--- config.mk ---
export PLATFORM = sky130hd
export DESIGN_NAME = hs32_fetch
export DESIGN_NICKNAME = d
export VERILOG_FILES = /design/src/rtl/hs32_pkg.sv /design/src/rtl/hs32_fifo.sv /design/src/rtl/hs32_fetch.sv
export SDC_FILE = /design/constraint.sdc
export NUM_CORES = 1
export LEC_CHECK = 0
export ABC_AREA = 1
export CAP_MARGIN = 0
export CORE_ASPECT_RATIO = 0.7
export CORE_MARGIN = 3
export CORE_UTILIZATION = 44
export DETAILED_ROUTE_END_ITERATION = 12
export PLACE_DENSITY = 0.66
export SYNTH_ARGS = -nofsm -noshare
export SYNTH_HDL_FRONTEND = slang
export SYNTH_SLANG_ARGS = --single-unit
--- constraint.sdc ---
create_clock -name clk -period 4.51 [get_ports clk]
set_input_delay 1.353 -clock clk [delete_from_list [all_inputs] [get_ports clk]]
set_output_delay 1.353 -clock clk [all_outputs]
set_load 0.03 [all_outputs]
--- src/rtl/hs32_pkg.sv ---
// Shared types and constants for the hs32 fetch path.
package hs32_pkg;

    localparam int unsigned XLEN       = 32;
    localparam int unsigned WORD_BYTES = 4;

    typedef struct packed {
        logic [XLEN-1:0] op;
        logic [XLEN-1:0] pc;
    } fetch_entry_t;

    function automatic logic [XLEN-1:0] word_align(input logic [XLEN-1:0] addr);
        return addr & ~XLEN'(WORD_BYTES - 1);
    endfunction

endpackage

--- src/rtl/hs32_fifo.sv ---
// Prefetch FIFO: register-based storage, head visible combinationally, one-cycle flush.
module hs32_fifo #(
    parameter int unsigned DEPTH   = 4,
    parameter type         entry_t = logic [63:0]
) (
    input  logic                         clk,
    input  logic                         rst_n,
    input  logic                         flush_i,
    input  logic                         push_i,
    input  entry_t                       data_i,
    input  logic                         pop_i,
    output entry_t                       data_o,
    output logic [$clog2(DEPTH+1)-1:0]   count_o,
    output logic                         full_o,
    output logic                         empty_o
);

    localparam int unsigned AW = $clog2(DEPTH);

    entry_t         mem_q [DEPTH];
    logic [AW:0]    wr_ptr_q, wr_ptr_d;
    logic [AW:0]    rd_ptr_q, rd_ptr_d;

    always_comb begin
        wr_ptr_d = wr_ptr_q;
        rd_ptr_d = rd_ptr_q;
        if (flush_i) begin
            wr_ptr_d = '0;
            rd_ptr_d = '0;
        end else begin
            if (push_i) wr_ptr_d = wr_ptr_q + 1'b1;
            if (pop_i)  rd_ptr_d = rd_ptr_q + 1'b1;
        end
    end

    always_ff @(posedge clk or negedge rst_n) begin
        if (!rst_n) begin
            wr_ptr_q <= '0;
            rd_ptr_q <= '0;
        end else begin
            wr_ptr_q <= wr_ptr_d;
            rd_ptr_q <= rd_ptr_d;
        end
    end

    always_ff @(posedge clk or negedge rst_n) begin
        if (!rst_n) begin
            for (int i = 0; i < DEPTH; i++) mem_q[i] <= '0;
        end else if (push_i && !flush_i) begin
            mem_q[wr_ptr_q[AW-1:0]] <= data_i;
        end
    end

    // Extra pointer bit distinguishes full from empty when the indices match.
    assign empty_o = (wr_ptr_q == rd_ptr_q);
    assign full_o  = (wr_ptr_q[AW] != rd_ptr_q[AW]) && (wr_ptr_q[AW-1:0] == rd_ptr_q[AW-1:0]);
    assign count_o = ($clog2(DEPTH+1))'(wr_ptr_q - rd_ptr_q);
    assign data_o  = mem_q[rd_ptr_q[AW-1:0]];

endmodule

--- src/rtl/hs32_fetch.sv ---
// Instruction fetch sequencer: credit-limited word reads, prefetch FIFO, redirect
// with stale-response discard.
module hs32_fetch
    import hs32_pkg::*;
#(
    parameter int unsigned     DEPTH    = 4,
    parameter logic [XLEN-1:0] RESET_PC = 32'h0
) (
    input  logic            clk,
    input  logic            reset,
    input  logic            redirect_i,
    input  logic [XLEN-1:0] target_i,
    output logic            mem_req_o,
    output logic [XLEN-1:0] mem_addr_o,
    input  logic            mem_gnt_i,
    input  logic            mem_rvalid_i,
    input  logic [XLEN-1:0] mem_rdata_i,
    output logic            valid_o,
    input  logic            ready_i,
    output logic [XLEN-1:0] op_o,
    output logic [XLEN-1:0] pc_o
);

    localparam int unsigned CW = $clog2(DEPTH + 1);
    localparam int unsigned SW = CW + 2;

    logic            req_q, req_d;
    logic [XLEN-1:0] addr_q, addr_d;
    logic [XLEN-1:0] fetch_pc_q, fetch_pc_d;   // next address to place on the bus
    logic [XLEN-1:0] resp_pc_q, resp_pc_d;     // address of the next live response
    logic [CW-1:0]   outstanding_q, outstanding_d;
    logic [CW-1:0]   discard_q, discard_d;
    logic            stale_req_q, stale_req_d;

    logic            gnt_fire, drop_resp, credit_ok;
    logic            out_inc, out_dec, dis_inc, dis_dec;
    logic            fifo_push, fifo_pop, fifo_full, fifo_empty;
    logic [CW-1:0]   fifo_count;
    logic [SW-1:0]   fifo_count_next, slots_used;
    logic [XLEN-1:0] issue_pc;
    fetch_entry_t    push_entry, head_entry;

    assign valid_o  = ~fifo_empty & ~redirect_i;
    assign fifo_pop = valid_o & ready_i;

    always_comb begin
        gnt_fire   = req_q & mem_gnt_i;
        drop_resp  = redirect_i | (discard_q != '0);
        fifo_push  = mem_rvalid_i & ~drop_resp & (~fifo_full | fifo_pop);
        push_entry = '{op: mem_rdata_i, pc: resp_pc_q};

        // outstanding counts live reads only; discard counts stale reads still in flight.
        out_inc = gnt_fire & ~stale_req_q;
        dis_inc = gnt_fire & stale_req_q;
        out_dec = mem_rvalid_i & (discard_q == '0);
        dis_dec = mem_rvalid_i & (discard_q != '0);

        req_d         = req_q;
        addr_d        = addr_q;
        fetch_pc_d    = fetch_pc_q;
        resp_pc_d     = resp_pc_q;
        outstanding_d = outstanding_q;
        discard_d     = discard_q;
        stale_req_d   = stale_req_q;
        issue_pc      = fetch_pc_q;

        if (redirect_i) begin
            // Everything granted up to and including this cycle becomes stale.
            outstanding_d   = '0;
            discard_d       = CW'(SW'(discard_q) + SW'(outstanding_q)
                                  + SW'(gnt_fire) - SW'(mem_rvalid_i));
            stale_req_d     = req_q & ~mem_gnt_i;
            issue_pc        = word_align(target_i);
            fetch_pc_d      = issue_pc;
            resp_pc_d       = issue_pc;
            fifo_count_next = '0;
        end else begin
            outstanding_d   = outstanding_q + CW'(out_inc) - CW'(out_dec);
            discard_d       = discard_q + CW'(dis_inc) - CW'(dis_dec);
            stale_req_d     = stale_req_q & ~gnt_fire;
            if (fifo_push) resp_pc_d = resp_pc_q + XLEN'(WORD_BYTES);
            fifo_count_next = SW'(fifo_count) + SW'(fifo_push) - SW'(fifo_pop);
        end

        slots_used = SW'(outstanding_d) + SW'(discard_d) + fifo_count_next;
        credit_ok  = (slots_used < SW'(DEPTH));

        // A presented request holds address and valid until granted.
        if (!req_q || mem_gnt_i) begin
            req_d = credit_ok;
            if (credit_ok) begin
                addr_d     = issue_pc;
                fetch_pc_d = issue_pc + XLEN'(WORD_BYTES);
            end
        end
    end

    always_ff @(posedge clk or negedge reset) begin
        if (!reset) begin
            req_q         <= 1'b0;
            addr_q        <= RESET_PC;
            fetch_pc_q    <= RESET_PC;
            resp_pc_q     <= RESET_PC;
            outstanding_q <= '0;
            discard_q     <= '0;
            stale_req_q   <= 1'b0;
        end else begin
            req_q         <= req_d;
            addr_q        <= addr_d;
            fetch_pc_q    <= fetch_pc_d;
            resp_pc_q     <= resp_pc_d;
            outstanding_q <= outstanding_d;
            discard_q     <= discard_d;
            stale_req_q   <= stale_req_d;
        end
    end

    hs32_fifo #(
        .DEPTH   (DEPTH),
        .entry_t (fetch_entry_t)
    ) u_fifo (
        .clk     (clk),
        .rst_n   (reset),
        .flush_i (redirect_i),
        .push_i  (fifo_push),
        .data_i  (push_entry),
        .pop_i   (fifo_pop),
        .data_o  (head_entry),
        .count_o (fifo_count),
        .full_o  (fifo_full),
        .empty_o (fifo_empty)
    );

    assign mem_req_o  = req_q;
    assign mem_addr_o = addr_q;
    assign op_o       = fifo_empty ? '0 : head_entry.op;
    assign pc_o       = fifo_empty ? '0 : head_entry.pc;

endmodule
==> flow_summary.json, run 1 <==
{
  "drtAntennaViolNets": 0,
  "worstHoldStart": "mem_addr_o[23]",
  "worstHoldPathType": "reg -> reg",
  "swShare_pct": 40.8,
  "hpwlAfterDp_um": 30000,
  "drt_iter0_markers": 1477,
  "timing.final.max_slew_violations": 0,
  "rows": 60,
  "p_leak_nw": 10.0,
  "die_w_um": 246,
  "violations": "negative setup slack",
  "cts_tree": "built",
  "critical_path_peak_fanout": 7,
  "nFillCells": 3531,
  "placed_cell_area_mm2": 0.0198,
  "synth_cell_types": 40,
  "ff2ff_setup_slack_ps": -40,
  "synth_edf_count": 0,
  "antenna_found_initial": 0,
  "relSlewSlack_pct": 38.7,
  "drc": 0,
  "syn_to_final_growth_pct": 20.9,
  "cts_hold_buf": 0,
  "path_cells": "buf_8, ha_4, fa_2, fa_2, xor2_2, xnor2_1, nand2_1, o21ai_1, inv_1, fa_1, inv_2, fa_1, nand2_2, nor2_4, nand3_4, nor2_4, buf_12, nand4_1, nand2_1, inv_1",
  "wl_per_cell_um": 16.4,
  "die_h_um": 174,
  "layout-drive-gt1-share_pct": 11.0,
  "nNetsFinal": 2477,
  "start_util_pct": 45.3,
  "slowest_stage": "fa_1",
  "clockRootBuffer": "clkbuf_16",
  "clock_power_share_pct": 21.2,
  "synth_top_area_cell": "dfrtp_1",
  "vias": 15300,
  "worst_pin_slew_ps": 919,
  "post_synth_inst_count": 2222,
  "yosys_register_bits": 356,
  "ys_seq_area_share_pct": 50.2,
  "cp_top_family": "adder cells",
  "ff2ff_path_depth": 22,
  "irDropWorstVdd_v": 0.000675,
  "power_switching_w": 0.00605,
  "drt_wl_total_um": 47900,
  "drt_pass1_iterations": 6,
  "clk_latency_ps": 530,
  "clock_sinks": 356,
  "critPathRequiredTime_ps": 4940,
  "grt.total_usage_pct": 22.4,
  "core_mm2": 0.0391,
  "hold_ws_ps": 472,
  "rr_endpoint": "fetch_pc_q[11]",
  "cp_slowest_stage_delay_ps": 600,
  "yosys_warnings": 0,
  "path_class": "in -> reg",
  "grt_pass1_vias": 14800,
  "synth_flop_cell": "dfrtp_1",
  "whs_endpoint": "mem_addr_o[23]",
  "cts_buffers": 38,
  "combPwrFrac_pct": 49.5,
  "die-area_mm2": 0.0428,
  "port_buffers": 163,
  "routabilityCongestion": 0.904,
  "synth.top_cell.area_share_pct": 50.2,
  "p_per_area_mw_per_mm2": 693,
  "min_path_cells": 2,
  "syn_area_mm2": 0.0177,
  "p_int_w": 0.00879,
  "finalHoldViolations": 0,
  "htreeDepth": 2,
  "finalCritPeriodShare_pct": 102,
  "r2r-start": "u_fifo.rd_ptr_q[0]",
  "worst_ep_arrival_time_ps": 5040,
  "post-route-min-period_ps": 4620,
  "postSynthAreaPerCell_um2": 7.98,
  "grt_pass1_wl_um": 78400,
  "grt_remaining_overflow": 0,
  "clk_pin_slew_ps": 60,
  "startpoint_type": "input pin",
  "ctsLongestPathBuffers": 3,
  "setup_slack_ps": -105,
  "ys_async_sr_fraction_pct": 100,
  "power.total_w": 0.0148,
  "setup_viol": 60,
  "num_antenna_cells": 0,
  "skew_ps": 15.3,
  "critPathBufInv": 5,
  "max_freq_mhz": 217,
  "grt_max_degree": 129,
  "seq_area_mm2": 0.00891,
  "rsz0062_at_grt": "yes",
  "status": "complete, but fails checks",
  "seq_power_share_pct": 29.4,
  "cp-end-kind": "flop",
  "cap_violations": 0,
  "multiInputGateArea_mm2": 0.00776,
  "avgViaCountPerCell": 5.23,
  "netlist_top_cells_area": "dfrtp_1 50%, nand2_1 12%, o21ai_0 10%",
  "fin_area_mm2": 0.0214,
  "ioPinCount": 168
}
worst register-to-register path, delay by kind of cell, from the launching register on:
kind                       cells  cell delay, ps
buffers and inverters          6             460
DFF                            1             490
and+or+nand+nor               10            1300
adders and majority gates      6            2200
stage by stage:
stage | std cells | TNS, ps | utilization [%] | setup slack, ps
2_1_floorplan | 2223 | -14130 | - | -291
3_3_place_gp | 2838 | -52060 | 50.7 | -916
3_5_place_dp | 2838 | -59510 | 50.7 | -1030
4_1_cts | 2930 | -53.5 | 54.7 | -22.4
5_1_grt | 2927 | -13340 | 54.8 | -299
6_report | 2927 | -3330 | 54.8 | -105
sequential cells by signal, indices dropped and copies added, names as in the netlist:
signal           flops
discard_q            3
fetch_pc_q          32
mem_addr_o          32
mem_req_o            1
outstanding_q        3
resp_pc_q           30
stale_req_q          1
u_fifo.mem_q       248
u_fifo.rd_ptr_q      3
u_fifo.wr_ptr_q      3
area by class of cell:
cell class | instances | area share, %
multi-input combinational | 1595 | 36.2
sequential | 356 | 41.6
tap | 527 | 3.08
inverter | 146 | 2.61
clock buffer | 59 | 5.51
timing repair buffer | 237 | 10.7
clock inverter | 7 | 0.327
cells in the final DEF, fill, tap and decap left out, drive strengths merged, types with 4 or more instances in the layout:
cell             n
a21oi           72
buf            110
clkbuf          59
clkdlybuf4s50  126
clkinv           4
dfrtp          356
fa               9
ha              24
inv            147
nand2          588
nand3           90
nand4           13
nor2           318
nor3            17
o21ai          411
xnor2           11
xor2            25
worst max path at each step:
stage | startpoint | to | slack (ps) | cells after the start
after floorplan | redirect_i | fetch_pc_q[4] | -290 | 20
after global placement | mem_rvalid_i | fetch_pc_q[19] | -920 | 20
after detailed placement | mem_rvalid_i | fetch_pc_q[19] | -1030 | 23
after CTS | mem_rvalid_i | fetch_pc_q[19] | -20 | 21
after global routing | mem_rvalid_i | fetch_pc_q[11] | -300 | 22
final | mem_rvalid_i | fetch_pc_q[11] | -110 | 20
Yosys cell counts (2+ instances only):
cell type and n:
nand3_1 86, o211ai_1 2, nor3_1 15, clkbuf_1 67, buf_1 10, buf_2 10, xnor2_1 11, nand4_1 12
o21ai_1 51, nor4_1 2, inv_1 140, nand3_2 4, o21ai_0 360, o21a_1 2, buf_6 30, nor2_2 6
nand2_4 7, nand2_2 14, fa_1 9, buf_4 8, xor2_1 25, nor2_4 4, a21oi_1 72, nor2_1 308
nor3_2 2, or2_2 3, dfrtp_1 356, nand2_1 567, inv_2 5, ha_1 24
logic make-up (layout without fill, tap and decap cells):
kind of cell    count (synthesis)  after routing  share of synthesized area (%)
xor+xnor                       36             36                           1.78
flops                         356            356                           50.2
simple gates                 1033           1033                           23.9
compound gates                491            491                           14.0
buf+inv                       272            449                           7.37
fa+ha+maj                      33             33                           2.71
other cells                     1              2                         0.0211
power by group through the flow:
stage	Sequential (W)	Combinational [W]	Clock (W)
after floorplan	0.00455	0.00404	0
after global placement	0.00437	0.00610	0
after detailed placement	0.00440	0.00624	0
after CTS	0.00435	0.00740	0.00322
after global routing	0.00444	0.00810	0.00336
final	0.00436	0.00734	0.00314
metal layers:
metal	track usage, %	vias up	wire length (um)
met1	32.7	7414	22500
met3	3.36	67	2590
met4	5.88	0	1160
li1	-	7429	-
met5	0	-	0
met2	35.1	403	21700
timing repair:
item | 4_1_cts | 5_1_grt
endpoints found under the hold margin | 0 | 0
setup buffers | 25 | 3
gates cloned | 2 | 0
pin swaps | 16 | 18
endpoints found under the setup margin | 64 | 66
gates resized for setup | 37 | 33
Note: power is estimated with default switching activity, not from simulation.
==> run 2: changes to the inputs <==
--- a/config.mk
+++ b/config.mk
@@ -10,6 +10,7 @@
 export CORE_ASPECT_RATIO = 0.7
 export CORE_MARGIN = 3
 export CORE_UTILIZATION = 44
+export CTS_BUF_LIST = sky130_fd_sc_hd__clkbuf_4 sky130_fd_sc_hd__clkbuf_8
 export DETAILED_ROUTE_END_ITERATION = 12
 export PLACE_DENSITY = 0.66
 export SYNTH_ARGS = -nofsm -noshare
==> run 2 against run 1 <==
- the flow now finishes without violations
- final cell count is 1.4% higher
- count of clock-buffer cells in the layout is 34 higher
- register-to-register slack better by 90 ps
- largest power group unchanged
==> flow_summary.json, run 2 (same netlist as run 1, synthesis figures left out) <==
{
  "p_leak_nw": 10.1,
  "vias": 15500,
  "htreeDepth": 2,
  "worst_pin_slew_ps": 903,
  "cp-end-kind": "flop",
  "finalCritPeriodShare_pct": 100,
  "finalHoldViolations": 0,
  "drc": 0,
  "grt_remaining_overflow": 0,
  "drt_pass1_iterations": 5,
  "relSlewSlack_pct": 39.8,
  "drt_wl_total_um": 48200,
  "cap_violations": 0,
  "layout-drive-gt1-share_pct": 13.2,
  "antenna_found_initial": 0,
  "ctsLongestPathBuffers": 3,
  "timing.final.max_slew_violations": 0,
  "clk_pin_slew_ps": 60,
  "seq_area_mm2": 0.00891,
  "power_switching_w": 0.00615,
  "swShare_pct": 41.4,
  "num_antenna_cells": 0,
  "skew_ps": 13.1,
  "grt_pass1_wl_um": 79200,
  "clock_power_share_pct": 20.3,
  "status": "finished clean",
  "grt_pass1_vias": 15000,
  "drt_iter0_markers": 1339,
  "layout_common_cells": "551 x nand2_1, 354 x dfrtp_1, 350 x o21ai_0, 300 x nor2_1, 131 x inv_1",
  "cts_buffers": 57,
  "grt.total_usage_pct": 22.6,
  "cp_slowest_stage_delay_ps": 610,
  "clk_latency_ps": 620,
  "irDropWorstVdd_v": 0.000652,
  "p_per_area_mw_per_mm2": 689,
  "setup_slack_ps": 0.516,
  "critical_path_peak_fanout": 7,
  "regMostFlops": "u_fifo.mem_q",
  "max_freq_mhz": 222,
  "slowest_stage": "fa_2",
  "core_mm2": 0.0391,
  "post-route-min-period_ps": 4510,
  "nFillCells": 3546,
  "utilization_pct": 55.1,
  "seq_power_share_pct": 29.4,
  "pre_cts_slack_ps": -1030,
  "worst_ep_arrival_time_ps": 5010,
  "worstHoldPathType": "reg -> reg",
  "hpwlAfterDp_um": 30000,
  "avgViaCountPerCell": 5.22,
  "setup_viol": 0,
  "nNetsFinal": 2498,
  "path_cells": "buf_8, ha_4, fa_2, fa_2, xor2_2, xnor2_1, nand2_1, o21ai_2, inv_2, fa_2, inv_2, fa_1, nand2_2, nor2_4, nand3_4, nor2_4, buf_12, nand2_8, nor2_4, nor2_1",
  "startpoint_type": "input pin",
  "path_class": "in -> reg",
  "largest_reg_flops": 248,
  "ioPinCount": 168,
  "die-area_mm2": 0.0428,
  "port_buffers": 163,
  "cts_hold_buf": 0,
  "drtAntennaViolNets": 0,
  "syn_to_final_growth_pct": 21.5,
  "wl_per_cell_um": 16.3,
  "critPathBufInv": 4,
  "cp_top_family": "adder cells",
  "routabilityCongestion": 0.904,
  "start_util_pct": 45.3,
  "die_h_um": 174,
  "die_w_um": 246,
  "combPwrFrac_pct": 50.3,
  "rsz0062_at_grt": "yes",
  "layout_commonest_cell": "nand2_1",
  "p_int_w": 0.00869,
  "clock_sinks": 356,
  "multiInputGateArea_mm2": 0.00783,
  "critPathRequiredTime_ps": 5010,
  "clockRootBuffer": "clkbuf_8",
  "rows": 60,
  "grt_max_degree": 129,
  "cts_tree": "built"
}
run 2: cell types whose count changed in the layout (fill, tap and decap cells not counted), sizes merged:
cell	before	now
clkdlybuf4s15	1	0
buf	110	112
clkinv	4	9
bufinv	1	0
clkinvlp	1	2
clkbuf	59	94
run 2: stage by stage:
| step | area (um^2) | cells | hold WS (ps) | setup TNS [ps] | power, W |
|---|---|---|---|---|---|
| 2_1_floorplan | 17900 | 2223 | 448 | -14130 | 0.00858 |
| 3_3_place_gp | 19800 | 2838 | 460 | -52060 | 0.0105 |
| 3_5_place_dp | 19800 | 2838 | 458 | -59510 | 0.0106 |
| 4_1_cts | 21400 | 2968 | 475 | 0 | 0.0148 |
| 5_1_grt | 21500 | 2968 | 498 | -2850 | 0.0159 |
| 6_report | 21500 | 2968 | 469 | 0 | 0.0148 |
run 2: power by group through the flow:
stage               combinational, W  sequential [W]  clock [W]
global route                 0.00822         0.00444    0.00326
CTS                          0.00735         0.00435    0.00309
detailed placement           0.00624         0.00440          0
global placement             0.00610         0.00437          0
floorplan                    0.00404         0.00455          0
finish                       0.00746         0.00436    0.00302
run 2: what timing repair did:
action / 4_1_cts / 5_1_grt
pin swaps: 14 / 19
cloned: 2 / 0
resized for setup: 29 / 59
endpoints found under the setup margin: 77 / 80
buffers inserted: 23 / 4
run 2: final timing paths:
path | start | end | slack [ps] | depth (start not counted)
max | mem_rvalid_i | fetch_pc_q[19] | 0.5 | 20
min reg2reg | mem_addr_o[23] | mem_addr_o[23] | 470 | 2
min | mem_addr_o[23] | mem_addr_o[23] | 470 | 2
min in group asynchronous | reset | u_fifo.mem_q[228] | 820 | 1
max reg2reg | u_fifo.rd_ptr_q[0] | fetch_pc_q[19] | 50 | 22
max in group asynchronous | reset | u_fifo.mem_q[67] | 2750 | 2
run 2: final cells by class:
cell class                 count  area share, %
sequential                   356           41.4
multi-input combinational   1595           36.3
timing repair buffer         239           10.7
clock buffer                  93           5.53
tap                          527           3.06
inverter                     146           2.59
clock inverter                12          0.348
run 2: routing by layer:
metal	GRT usage [%]	part of all wire (%)
met1	32.8	46
met2	35.2	45
met3	3.78	6.1
met4	6.02	2.4
met5	0	0
run 2: tightest hold or removal path, stage by stage (launching register included):
cell and delay [ps]:
dfrtp_1 340, nand2_1 50, nand2_1 40
